## config.mk

```make
export PLATFORM = sky130hd
export DESIGN_NAME = div_seq_flat
export DESIGN_NICKNAME = d
export VERILOG_FILES = /design/src/rtl/div_seq_pkg.sv /design/src/rtl/div_seq_if.sv /design/src/rtl/div_seq_step.sv /design/src/rtl/div_seq.sv /design/src/flat_wrapper.sv
export SDC_FILE = /design/constraint.sdc
export NUM_CORES = 1
export LEC_CHECK = 0
export ABC_CLOCK_PERIOD_IN_PS = 4510
export BUFFER_PORTS_ARGS = -buffer_cell sky130_fd_sc_hd__clkbuf_2
export CAP_MARGIN = 30
export CORE_MARGIN = 2
export CORE_UTILIZATION = 40
export DETAILED_ROUTE_END_ITERATION = 10
export MAX_ROUTING_LAYER = met4
export PLACE_DENSITY = 0.67
export SETUP_SLACK_MARGIN = 0.2
export SLEW_MARGIN = 20
export SYNTH_ARGS = -nofsm -noshare
export SYNTH_HDL_FRONTEND = slang
export SYNTH_SLANG_ARGS = --single-unit
```

## constraint.sdc

```tcl
create_clock -name clk -period 4.51 [get_ports clk]
set_input_delay 0.2255 -clock clk [delete_from_list [all_inputs] [get_ports clk]]
set_output_delay 0.2255 -clock clk [all_outputs]
set_load 0.02 [all_outputs]
```

## src/rtl/div_seq_pkg.sv

```systemverilog
// Shared types and constants for the sequential DIV/DIVU unit.
package div_seq_pkg;

  localparam int DIV_WIDTH = 32;
  localparam int DIV_CNT_W = 6;

  typedef enum logic [1:0] {
    DIV_FREE    = 2'b00,
    DIV_BY_ZERO = 2'b01,
    DIV_ON      = 2'b10,
    DIV_END     = 2'b11
  } div_state_e;

  localparam logic DIV_RESULT_READY     = 1'b1;
  localparam logic DIV_RESULT_NOT_READY = 1'b0;
  localparam logic DIV_START            = 1'b1;
  localparam logic DIV_STOP             = 1'b0;
  localparam logic RST_ENABLE           = 1'b1;
  localparam logic STOP                 = 1'b1;
  localparam logic NO_STOP              = 1'b0;

endpackage

```

## src/rtl/div_seq_if.sv

```systemverilog
// EX-stage <-> divider handshake. Handshake: the EX stage raises start and holds it,
// together with stable operands, until it sees ready; ready marks result valid for as
// long as it stays high. Dropping start while ready is high releases the divider.
// annul aborts any operation in flight.
interface div_seq_if
  import div_seq_pkg::*;
#(
  parameter int WIDTH = DIV_WIDTH
);
  logic               signed_div;
  logic [WIDTH-1:0]   opdata1;
  logic [WIDTH-1:0]   opdata2;
  logic               start;
  logic               annul;
  logic [2*WIDTH-1:0] result;
  logic               ready;
  logic               stallreq;

  modport master (
    output signed_div, opdata1, opdata2, start, annul,
    input  result, ready, stallreq
  );

  modport slave (
    input  signed_div, opdata1, opdata2, start, annul,
    output result, ready, stallreq
  );
endinterface

```

## src/rtl/div_seq_step.sv

```systemverilog
// One restoring-division iteration on the {remainder, quotient} work register.
module div_seq_step #(
  parameter int WIDTH = 32
) (
  input  logic [2*WIDTH-1:0] w,
  input  logic [WIDTH-1:0]   divisor,
  output logic [2*WIDTH-1:0] w_next
);
  logic [WIDTH:0]   rem_shift;
  logic [WIDTH-1:0] diff;

  always_comb begin
    // Keep the bit shifted out of the remainder so divisors >= 2^(WIDTH-1) still compare correctly.
    rem_shift = w[2*WIDTH-1:WIDTH-1];
    diff      = rem_shift[WIDTH-1:0] - divisor;
    w_next    = {w[2*WIDTH-2:0], 1'b0};
    if (rem_shift >= {1'b0, divisor}) begin
      w_next[2*WIDTH-1:WIDTH] = diff;
      w_next[0]               = 1'b1;
    end
  end
endmodule

```

## src/rtl/div_seq.sv

```systemverilog
// Multi-cycle signed/unsigned divider for the EX stage; result is {remainder, quotient}.
module div_seq
  import div_seq_pkg::*;
#(
  parameter int WIDTH = DIV_WIDTH,
  parameter int CNT_W = DIV_CNT_W
) (
  input  logic       clk,
  input  logic       rst,
  div_seq_if.slave   bus,
  output div_state_e state
);
  logic [CNT_W-1:0]   cnt;
  logic [2*WIDTH-1:0] w;
  logic [2*WIDTH-1:0] w_next;
  logic [WIDTH-1:0]   divisor;
  logic               neg_q;
  logic               neg_r;
  logic [2*WIDTH-1:0] result;
  logic               ready;
  logic [WIDTH-1:0]   quo;
  logic [WIDTH-1:0]   rem;

  function automatic logic [WIDTH-1:0] magnitude(input logic sgn, input logic [WIDTH-1:0] v);
    return (sgn && v[WIDTH-1]) ? (~v + 1'b1) : v;
  endfunction

  div_seq_step #(.WIDTH(WIDTH)) u_step (
    .w       (w),
    .divisor (divisor),
    .w_next  (w_next)
  );

  assign quo = neg_q ? (~w[WIDTH-1:0] + 1'b1) : w[WIDTH-1:0];
  assign rem = neg_r ? (~w[2*WIDTH-1:WIDTH] + 1'b1) : w[2*WIDTH-1:WIDTH];

  always_ff @(posedge clk) begin
    if (rst == RST_ENABLE) begin
      state  <= DIV_FREE;
      cnt    <= '0;
      w      <= '0;
      result <= '0;
      ready  <= DIV_RESULT_NOT_READY;
    end else if (bus.annul) begin
      state  <= DIV_FREE;
      cnt    <= '0;
      result <= '0;
      ready  <= DIV_RESULT_NOT_READY;
    end else begin
      case (state)
        DIV_FREE: begin
          result <= '0;
          ready  <= DIV_RESULT_NOT_READY;
          if (bus.start == DIV_START) begin
            // Operands are captured here; later input changes cannot disturb the result.
            divisor <= magnitude(bus.signed_div, bus.opdata2);
            w       <= {{WIDTH{1'b0}}, magnitude(bus.signed_div, bus.opdata1)};
            neg_q   <= bus.signed_div & (bus.opdata1[WIDTH-1] ^ bus.opdata2[WIDTH-1]);
            neg_r   <= bus.signed_div & bus.opdata1[WIDTH-1];
            cnt     <= '0;
            state   <= (bus.opdata2 == '0) ? DIV_BY_ZERO : DIV_ON;
          end
        end
        DIV_BY_ZERO: begin
          result <= '0;
          ready  <= DIV_RESULT_READY;
          state  <= DIV_END;
        end
        DIV_ON: begin
          if (cnt != CNT_W'(WIDTH)) begin
            w   <= w_next;
            cnt <= cnt + 1'b1;
          end else begin
            result <= {rem, quo};
            ready  <= DIV_RESULT_READY;
            state  <= DIV_END;
          end
        end
        DIV_END: begin
          if (bus.start == DIV_STOP) begin
            result <= '0;
            ready  <= DIV_RESULT_NOT_READY;
            state  <= DIV_FREE;
          end
        end
        default: state <= DIV_FREE;
      endcase
    end
  end

  assign bus.result   = result;
  assign bus.ready    = ready;
  assign bus.stallreq = ((rst != RST_ENABLE) && bus.start && (ready != DIV_RESULT_READY) && !bus.annul)
                        ? STOP : NO_STOP;
endmodule

```

## src/flat_wrapper.sv

```systemverilog
// flat-port wrapper written by rule: the top's interface ports become plain ports
module div_seq_flat import div_seq_pkg::*;
#(
  parameter int WIDTH = DIV_WIDTH,
  parameter int CNT_W = DIV_CNT_W
)
  (clk, rst, state, bus_signed_div, bus_opdata1, bus_opdata2, bus_start, bus_annul, bus_result, bus_ready, bus_stallreq);
  div_seq_if #(.WIDTH(WIDTH)) bus_i ();
  input  logic clk;
  input  logic rst;
  output div_state_e state;
  input wire logic [$bits(bus_i.signed_div)-1:0] bus_signed_div;
  input wire logic [$bits(bus_i.opdata1)-1:0] bus_opdata1;
  input wire logic [$bits(bus_i.opdata2)-1:0] bus_opdata2;
  input wire logic [$bits(bus_i.start)-1:0] bus_start;
  input wire logic [$bits(bus_i.annul)-1:0] bus_annul;
  output wire logic [$bits(bus_i.result)-1:0] bus_result;
  output wire logic [$bits(bus_i.ready)-1:0] bus_ready;
  output wire logic [$bits(bus_i.stallreq)-1:0] bus_stallreq;
  assign bus_i.signed_div = bus_signed_div;
  assign bus_i.opdata1 = bus_opdata1;
  assign bus_i.opdata2 = bus_opdata2;
  assign bus_i.start = bus_start;
  assign bus_i.annul = bus_annul;
  assign bus_result = bus_i.result;
  assign bus_ready = bus_i.ready;
  assign bus_stallreq = bus_i.stallreq;
  div_seq #(.WIDTH(WIDTH), .CNT_W(CNT_W)) u_core (.clk(clk), .rst(rst), .bus(bus_i), .state(state));
endmodule
```

==> results of run 1 <==
## metal layers
metal	wire length [microns]	GRT usage
met5	0	-
met1	15400	0.331
met3	2020	0.0395
met2	12000	0.291
met4	413	0.0495
## final cells by class
cell class / count / area, sq um / share of cell area
clock buffer: 17 / 425 / 0.0341
clock inverter: 15 / 171 / 0.0138
inverter: 61 / 229 / 0.0184
multi-input combinational: 1059 / 6610 / 0.530
sequential: 171 / 3760 / 0.302
tap: 341 / 427 / 0.0342
timing repair buffer: 154 / 838 / 0.0673
## sequential cells by signal (all words and copies together), names as in the netlist
| name | flops |
|---|---|
| u_core.bus.ready | 1 |
| u_core.cnt | 6 |
| u_core.w | 64 |
| u_core.neg_q | 1 |
| u_core.divisor | 32 |
| u_core.bus.result | 64 |
| u_core.state | 2 |
| u_core.neg_r | 1 |
## final timing paths
check | startpoint | end | cells after the start
setup / recovery | u_core.w[32]$_SDFFE_PP0P_ | u_core.w[32]$_SDFFE_PP0P_ | 10
hold / removal | bus_opdata2[0] | u_core.divisor[0]$_DFFE_PP_ | 1
setup reg to reg | u_core.w[32]$_SDFFE_PP0P_ | u_core.w[32]$_SDFFE_PP0P_ | 10
hold reg to reg | u_core.bus.result[53]$_SDFFE_PN0P_ | u_core.bus.result[53]$_SDFFE_PN0P_ | 2
## per-stage QoR
stage               hold slack [ns]  utilization  setup WS [ns]  instances
finish                       0.0361        0.465           1.12       1818
global route                 0.0309        0.465          0.876       1818
CTS                          0.0223        0.463           1.14       1815
detailed placement            0.441        0.441           1.17       1783
global placement              0.438        0.441           1.28       1783
floorplan                     0.324            -           1.81       1359
## synth_stat cells, drive strengths merged (2+ instances only)
library cell / number
a211oi: 7
a21boi: 4
a21o: 8
a21oi: 103
a221o: 2
a22oi: 35
a311oi: 2
a31oi: 6
a32oi: 4
and2: 11
and3: 7
buf: 10
clkbuf: 58
dfxtp: 137
edfxtp: 34
ha: 42
inv: 61
mux2i: 24
nand2: 209
nand2b: 16
nand3: 34
nand3b: 2
nand4: 12
nor2: 103
nor2b: 4
nor3: 25
nor3b: 3
nor4: 8
nor4b: 2
o2111ai: 3
o211ai: 4
o21a: 8
o21ai: 121
o21bai: 5
o31ai: 23
o41ai: 19
or2: 9
or3: 18
or4: 18
xnor2: 83
xor2: 63
## cell families (layout without fill, tap and decap cells)
logic type / after synthesis / count (layout) / synth area share
mux: 25 / 25 / 0.0231
compound gates: 361 / 361 / 0.205
xor+xnor: 146 / 146 / 0.118
simple gates: 484 / 484 / 0.211
flops: 171 / 171 / 0.346
fa+ha+maj: 43 / 43 / 0.0502
buf+inv: 129 / 247 / 0.0469
## worst max-delay path, stage by stage, from the launching register on
cell and delay, ns:
dfxtp_1 0.56, ha_1 0.32, nand2b_1 0.10, a21oi_1 0.12, o311ai_1 0.46, a211oi_2 0.17, o31ai_1 0.46, o311a_2 0.39
buf_4 0.30, mux2_1 0.35, o21ai_1 0.10
## report_power, final
group / internal, W / leakage (nW) / switching (W)
combinational: 0.000214 / 3.38 / 0.000354
clock: 0.000754 / 0.288 / 0.000757
sequential: 0.00160 / 1.42 / 0.0000490
total: 0.00257 / 5.08 / 0.00116
==> impl_results.md, run 1 <==
* Diodes inserted at 0
* Number of DRC markers in iteration 0 at 834
* Pin count of the biggest net entering global routing at 54
* Number of buffers added for setup after CTS at 0
* Filler Cell Count at 2631
* Total clock buffers created by CTS at 17
* Main synth FF type: dfxtp_1
* Period utilization at 0.751
* Yosys warning total at 0
* Number of H-tree levels at 4
* Detailed-placement wirelength estimate at 23000 microns
* Required time at the worst-slack endpoint at 4.88 ns
* Slew margin rel. at 0.527
* Insertion delay of the later-clocked pin in the worst-skew pair at 0.44 ns
* CTS Hold Buffers Added at 0
* Instance area after placement at 11800 sq um
* Seq cells post-synth at 171
* Portion of the post-synthesis area used by sequential elements at 0.346
* Number of synthesized flops with an enable pin at 34
* Placement Rows at 60
* Total vias in the final route at 9880
* Initial antenna violation count at 1
* Most frequent cells in the layout: nand2_1 (209), dfxtp_1 (137), clkbuf_2 (136), nor2_1 (103), a21oi_1 (103)
* Endpoint class of the critical path: flip-flop
* Largest buffer count on any clock path at 2
* Starting Density at 0.406
* Leading cell types by total area after synthesis: dfxtp_1 (25%), edfxtp_1 (9.4%), nand2_1 (7.2%)
* Highest achievable clock rate at 295 MHz
* Number of sinks on the clock net at 171
* Post-route cell area at 12500 sq um
* Width of the chip at 169 microns
* Total global routing overflow at 0
* Final RePlAce weighted congestion at 0.917
* Number of hold violations in the final report at 0
* Max-Cap Viols at 0
* Run status: finished, final reports clean
* Kind of path behind the tightest hold check: primary input to flip-flop
* Total leakage power at 5.08 nW
* Die Height at 169 microns
* Cell count after synthesis at 1359
* Max IR drop VDD at 221 uV
* Async S/R FF share, synth at 0
* Layout overhead on the synthesized area at 14.6%
* Drt drc at 0
* IO Pins at 137
* Period minus WS final at 3.39 ns
* Detailed Routing Iterations Pass 1 at 5
* Post-Route WL at 29800 microns
* Layout cell share with drive strength beyond 1 at 0.145
* First-pass GRT wire length at 48400 microns
* Power per Cell Area at 299 nW/um^2
* Vias per cell at 5.43
* Cell accounting for the most synthesized area: dfxtp_1
* Number of global-route vias before repair at 8969
* CTS tree: yes
* Nets@finish at 1576
* Final routed wire length divided by cell count at 16.4 microns
* Register clock-pin slew on the reported worst setup and hold paths at 0.07 ns
* Post-Syn Nets at 1471
* Data arrival time of the critical path at 3.76 ns
* Final setup violation count at 0
* Transition at the pin with the smallest max-transition slack at 0.707 ns
* Crit-path max FO at 15
* Setup repair after global routing missed its margin: no
* Buffers on Ports at 136
* Total power after layout at 0.00373 W
* CP Class: flip-flop to flip-flop
* Antenna-violating nets left at 0
* Average size of a mapped cell at 8.00 sq um
* Netlist Area Pre-Place at 10900 sq um
* Cell variety after synth at 70
* Worst clock skew at 0.0130 ns
* Proportion of netlist area held by the largest area contributor at 0.252
* Root Driver: clkbuf_16
* Fin Setup TNS at 0 ns
* Most common cell after layout, fill and taps aside: nand2_1
* Area of the die at 28500 sq um
* Post-CTS sizing at 0
* Core Area at 26800 sq um
* Global-route total usage across every layer at 0.216
* Setup slack of the worst register-to-register path at 1.12 ns
* Crit path launch type: flip-flop
* Max-slew violations at 0
Note: power is estimated with default switching activity, not from simulation.
==> run 2, diff against run 1 <==
ABC_CLOCK_PERIOD_IN_PS = 3400   (was 4510)
clock period = 3.4 ns   (was 4.51 ns; I/O delays follow)
==> run 2 against run 1 <==
Against the previous run:
- clock power increased by 28%
- sequential power rose by 33%
- die area unchanged
- critical path type unchanged
- largest cell class unchanged
- largest power group unchanged
==> impl_results.md, run 2 (synthesis results as in run 1) <==
* Vias per cell at 5.44
* Detailed-placement wirelength estimate at 23000 microns
* Number of global-route vias before repair at 8806
* Total leakage power at 5.18 nW
* Number of H-tree levels at 4
* Layout overhead on the synthesized area at 16.1%
* Highest achievable clock rate at 333 MHz
* Setup repair after global routing missed its margin: no
* Worst clock skew at 0.0102 ns
* Number of hold violations in the final report at 0
* Largest buffer count on any clock path at 2
* Crit-path max FO at 10
* Required time at the worst-slack endpoint at 3.78 ns
* Final RePlAce weighted congestion at 0.962
* Chain of cells forming the critical path: ha_1, o21ai_1, a21oi_1, o311ai_1, buf_4, a211oi_2, o31ai_4, o311a_2, or4b_1, nand3_1
* Starting Density at 0.406
* Antenna-violating nets left at 0
* Register clock-pin slew on the reported worst setup and hold paths at 0.07 ns
* Critical path's top delay family: compound AO/OA/AOI/OAI gates
* Reg2reg start: u_core.w[34]$_SDFFE_PP0P_
* Root Driver: clkbuf_16
* Kind of path behind the tightest hold check: primary input to flip-flop
* Drt drc at 0
* Most common cell after layout, fill and taps aside: nand2_1
* Post-Route WL at 30100 microns
* First-pass GRT wire length at 47200 microns
* CTS tree: yes
* Max-slew violations at 0
* Fin Setup TNS at 0 ns
* Total power after layout at 0.00489 W
* Worst hold path startpoint: bus_opdata2[26]
* Period utilization at 0.883
* Final setup violation count at 0
* Data arrival time of the critical path at 3.38 ns
* Slew margin rel. at 0.357
* Endpoint class of the critical path: flip-flop
* Core Area at 26800 sq um
* Crit path launch type: flip-flop
* Diodes inserted at 0
* Final routed wire length divided by cell count at 16.4 microns
* Power per Cell Area at 388 nW/um^2
* Max incr delay on CP at 0.55 ns
* Crit path from: u_core.w[34]$_SDFFE_PP0P_
* Total vias in the final route at 10006
* Largest registers: u_core.bus.result: 64 flops, u_core.w: 64 flops, u_core.divisor: 32 flops
* Post-Route Hold Slack at 0.0453 ns
* Run status: finished, final reports clean
* CP Class: flip-flop to flip-flop
* Layout cell share with drive strength beyond 1 at 0.159
* Number of buffer and inverter instances along the worst setup path at 1
* Placement Rows at 60
* Detailed Routing Iterations Pass 1 at 5
* Highest-delay cell along the critical path: or4b_1
* Number of sinks on the clock net at 171
* Most frequent cells in the layout: nand2_1 (209), dfxtp_1 (137), clkbuf_2 (136), a21oi_1 (103), nor2_1 (102)
* Global-route total usage across every layer at 0.212
* Total global routing overflow at 0
* Post-route cell area at 12600 sq um
* Total clock buffers created by CTS at 17
* Buffers on Ports at 136
* Width of the chip at 169 microns
* Number of DRC markers in iteration 0 at 834
* Nets@finish at 1599
* Die Height at 169 microns
* Pin count of the biggest net entering global routing at 70
* Max-Cap Viols at 0
* Period minus WS final at 3.00 ns
* Instance area after placement at 12000 sq um
* Transition at the pin with the smallest max-transition slack at 0.964 ns
* Initial antenna violation count at 1
* Area of the die at 28500 sq um
* IO Pins at 137
* Insertion delay of the later-clocked pin in the worst-skew pair at 0.44 ns
* Max IR drop VDD at 344 uV
run 2: cell count changes in the layout (fill, tap and decap cells not counted), moves of 2 or more:
| cell | change |
|---|---|
| clkinv_2 | +2 |
| inv_6 | +4 |
| inv_8 | -3 |
| buf_4 | +24 |
| buf_8 | -3 |
run 2: power by group:
| part | switching, W | total [W] | internal [W] |
|---|---|---|---|
| sequential | 0.0000652 | 0.00219 | 0.00213 |
| clock | 0.000963 | 0.00194 | 0.000980 |
| combinational | 0.000471 | 0.000760 | 0.000289 |
| total | 0.00150 | 0.00489 | 0.00340 |
run 2: per-stage QoR:
step / utilization / instances / worst slack [ns]
after floorplan: - / 1359 / 0.695
after global placement: 0.448 / 1807 / 0.350
after detailed placement: 0.448 / 1807 / 0.236
after CTS: 0.470 / 1840 / 0.212
after global routing: 0.471 / 1841 / 0.213
final: 0.471 / 1841 / 0.398
run 2: final timing paths:
path              slack [ns]  depth (start not counted)                                 end
hold / removal          0.05                          2        u_core.divisor[26]$_DFFE_PP_
setup reg to reg        0.40                         10           u_core.w[39]$_SDFFE_PP0P_
setup / recovery        0.40                         10           u_core.w[39]$_SDFFE_PP0P_
hold reg to reg         0.45                          2  u_core.bus.result[53]$_SDFFE_PN0P_
run 2: routing by layer:
metal,share of wire,track usage,vias up,routed length [microns]
met1,0.52,0.323,4624,15600
li1,-,-,5067,-
met2,0.41,0.291,292,12300
met5,0,-,-,0
met4,0.010,0.0427,0,313
met3,0.063,0.0355,23,1910
run 2: area by class of cell:
class | instances | area, sq um
timing repair buffer | 176 | 983
tap | 341 | 427
inverter | 61 | 229
fill | 2610 | 14200
sequential | 171 | 3760
multi-input combinational | 1060 | 6650
clock inverter | 15 | 150
clock buffer | 17 | 425
run 2: repair_timing:
item / 4_1_cts / 5_1_grt
endpoints found under the setup margin: 0 / 32
endpoints found under the hold margin: 1 / 0
buffers inserted: 0 / 0
resized for setup: 0 / 3
hold buffers: 1 / 0
run 2: worst register-to-register path, stage by stage, from the launching register on:
cell and delay [ns]:
dfxtp_1 0.41, ha_1 0.41, o21ai_1 0.08, a21oi_1 0.19
o311ai_1 0.12, buf_4 0.16, a211oi_2 0.33, o31ai_4 0.15
o311a_2 0.46, or4b_1 0.55, nand3_1 0.08
==> run 3, diff against run 2 <==
PLACE_DENSITY = 0.66   (was 0.67)
SYNTH_HIERARCHICAL = 1   (was unset)
==> run 3 against run 2 <==
Against the previous run:
- die area is 7.8% higher
- largest power group unchanged
- register-to-register slack worse by 0.04 ns
- maximum frequency is 1.4% lower
- synthesized cell count is 2.0% higher
- worst hold slack worse by 0.0063 ns
==> impl_results.md, run 3 <==
* Starting Density at 0.408
* Largest registers: u_core/bus.result: 64 flops, u_core/w: 64 flops, u_core/divisor: 32 flops
* CTS tree: yes
* Required time at the worst-slack endpoint at 3.69 ns
* Chain of cells forming the critical path: inv_1, ha_4, a21oi_2, a211oi_1, or3_4, nor4b_4, o21ai_2, a31oi_4, o21a_4, inv_2, buf_12, mux2_4, nand3_1, a21oi_1
* Register clock-pin slew on the reported worst setup and hold paths at 0.07 ns
* Post-Route WL at 34700 microns
* Average size of a mapped cell at 8.48 sq um
* Leading cell types by total area after synthesis: dfxtp_1 (23%), edfxtp_1 (8.7%), xor2_1 (6.0%)
* Highest achievable clock rate at 328 MHz
* Insertion delay of the later-clocked pin in the worst-skew pair at 0.44 ns
* Worst Setup Slack post-DPL at 0.0440 ns
* Adder-Cell Fraction of Synth Area at 0.0454
* Period utilization at 0.895
* Diodes inserted at 0
* Reported net switching power at 0.00149 W
* Die Height at 175 microns
* Area of the die at 30800 sq um
* Detailed-placement wirelength estimate at 25800 microns
* Initial antenna violation count at 0
* Cell count after synthesis at 1386
* Endpoint class of the critical path: flip-flop
* Transition at the pin with the smallest max-transition slack at 0.790 ns
* Post-synthesis simple-gate area fraction at 0.190
* Largest buffer count on any clock path at 2
* Share of the synthesized netlist area taken by xor and xnor gates at 0.101
* Layout cell share with drive strength beyond 1 at 0.203
* Global-route total usage across every layer at 0.229
* Core Area at 28800 sq um
* Number of hold violations in the final report at 0
* Post-Syn Nets at 1497
* Fraction of power consumed by combinational cells at 0.168
* First-pass GRT wire length at 54400 microns
* Proportion of synthesized area in mux cells at 0.0410
* Detailed Routing Iterations Pass 1 at 5
* Portion of the post-synthesis area used by sequential elements at 0.320
* Largest family of logic cells by synthesized area: compound AO/OA/AOI/OAI gates
* Total global routing overflow at 0
* Pint at 0.00352 W
* Number of H-tree levels at 4
* Max-Cap Viols at 0
* Proportion of netlist area held by the largest area contributor at 0.233
* Nets@finish at 1596
* Leading cell types by count after synthesis: dfxtp_1 (137), nand2_1 (113), a21oi_1 (109)
* Switching part of the total power at 0.298
* Max-slew violations at 0
* Power per Cell Area at 372 nW/um^2
* Kind of path behind the tightest hold check: primary input to flip-flop
* Share of total power in the clock network at 0.392
* Worst clock skew at 0.00817 ns
* Final setup violation count at 0
* Vias per cell at 5.81
* Fin Setup TNS at 0 ns
* Number of sinks on the clock net at 171
* Most common cell after layout, fill and taps aside: clkbuf_2
* Max incr delay on CP at 0.40 ns
* Yosys warning total at 6
* Number of global-route vias before repair at 9965
* Multi-input gate area at 7240 sq um
* Layout overhead on the synthesized area at 14.6%
* Buffers on Ports at 136
* Final RePlAce weighted congestion at 0.962
* Number of DRC markers in iteration 0 at 869
* Compound-cell area share of the yosys netlist at 0.233
* Number of buffer and inverter instances along the worst setup path at 3
* Async S/R FF share, synth at 0
* Width of the chip at 175 microns
* Netlist Area Pre-Place at 11800 sq um
* CP Class: flip-flop to flip-flop
* Period minus WS final at 3.04 ns
* Cell variety after synth at 85
* Most frequent cells in the layout: clkbuf_2 (136), dfxtp_1 (134), nand2_1 (113), a21oi_1 (107), xor2_1 (81)
* Max IR drop VDD at 378 uV
* Total clock buffers created by CTS at 17
* Critical path's top delay family: compound AO/OA/AOI/OAI gates
* Portion of total power attributed to sequential cells at 0.439
* Slew margin rel. at 0.469
* Seq cells post-synth at 171
* Final routed wire length divided by cell count at 18.4 microns
* Instance area after placement at 12700 sq um
* Filler Cell Count at 2839
* Setup repair after global routing missed its margin: yes
* Drt drc at 0
* Main synth FF type: dfxtp_1
* Total vias in the final route at 10943
* Total leakage power at 5.46 nW
* Run status: finished, final reports clean
* IO Pins at 137
* Antenna-violating nets left at 0
* Post-Route Hold Slack at 0.0391 ns
* Crit-path max FO at 12
* Crit path launch type: flip-flop
* Data arrival time of the critical path at 3.34 ns
* Root Driver: clkbuf_16
* Placement Rows at 62
* Most frequently used cell type in the post-synthesis netlist: dfxtp_1
* Sequential standard cell area at 3770 sq um
* Cell accounting for the most synthesized area: dfxtp_1
* Highest-delay cell along the critical path: or3_4
* Post-route cell area at 13500 sq um
* Post-route setup slack at 0.355 ns
* Pin count of the biggest net entering global routing at 57
* Number of synthesized flops with an enable pin at 34
-- run 3: area by class of cell --
class | instances | area share
multi-input cells | 1038 | 0.538
flip-flops and latches | 171 | 0.280
well taps | 384 | 0.0357
inverters | 66 | 0.0184
clock inverters | 11 | 0.00799
repair buffers | 191 | 0.0855
clock buffers | 21 | 0.0350
-- run 3: worst paths after layout --
check                                          start                            endpoint  slack, ns  cells past startpoint
setup / recovery         u_core/divisor[7]$_DFFE_PP_           u_core/w[56]$_SDFFE_PP0P_       0.36                     14
hold / removal                       bus_opdata2[21]        u_core/divisor[21]$_DFFE_PP_       0.04                      2
setup reg to reg         u_core/divisor[7]$_DFFE_PP_           u_core/w[56]$_SDFFE_PP0P_       0.36                     14
hold reg to reg   u_core/bus.result[39]$_SDFFE_PP0P_  u_core/bus.result[39]$_SDFFE_PP0P_       0.45                      2
-- run 3: metal layers --
layer | part of all wire | GRT usage
met5 | 0 | -
met2 | 0.45 | 0.343
met3 | 0.068 | 0.0312
met4 | 0.022 | 0.0733
met1 | 0.46 | 0.318
-- run 3: logic make-up after synthesis --
family,Yosys count
AO/OA/AOI/OAI,387
XOR/XNOR,135
flip-flops,171
adder cells (fa/ha/maj),42
AND/OR/NAND/NOR,433
multiplexers,41
buffers and inverters,177
-- run 3: power by group through the flow --
stage / combinational, W / sequential (W) / clock, W
6_report: 0.000844 / 0.00220 / 0.00197
5_1_grt: 0.000927 / 0.00221 / 0.00208
4_1_cts: 0.000835 / 0.00220 / 0.00201
3_5_place_dp: 0.000828 / 0.00224 / 0
3_3_place_gp: 0.000821 / 0.00224 / 0
2_1_floorplan: 0.000610 / 0.00222 / 0
-- run 3: worst register-to-register path, delay by kind of cell, from the launching register on --
kind	cells	cell delay (ns)
AO/OA/AOI/OAI	6	0.87
AND/OR/NAND/NOR	3	0.85
flip-flops	1	0.36
buffers and inverters	3	0.31
multiplexers	1	0.30
adder cells (fa/ha/maj)	1	0.22
-- run 3: what timing repair did --
| action | 4_1_cts | 5_1_grt |
|---|---|---|
| hold buffers | 1 | 0 |
| setup buffers | 3 | 6 |
| resized for setup | 5 | 12 |
| endpoints found under the hold margin | 1 | 0 |
| endpoints found under the setup margin | 19 | 29 |
| pin swaps | 2 | 7 |
-- run 3: per-stage QoR --
step,power [W],utilization,instances
6_report,0.00501,0.468,1882
5_1_grt,0.00522,0.468,1882
4_1_cts,0.00504,0.464,1875
3_5_place_dp,0.00307,0.443,1839
3_3_place_gp,0.00306,0.442,1838
2_1_floorplan,0.00283,-,1386
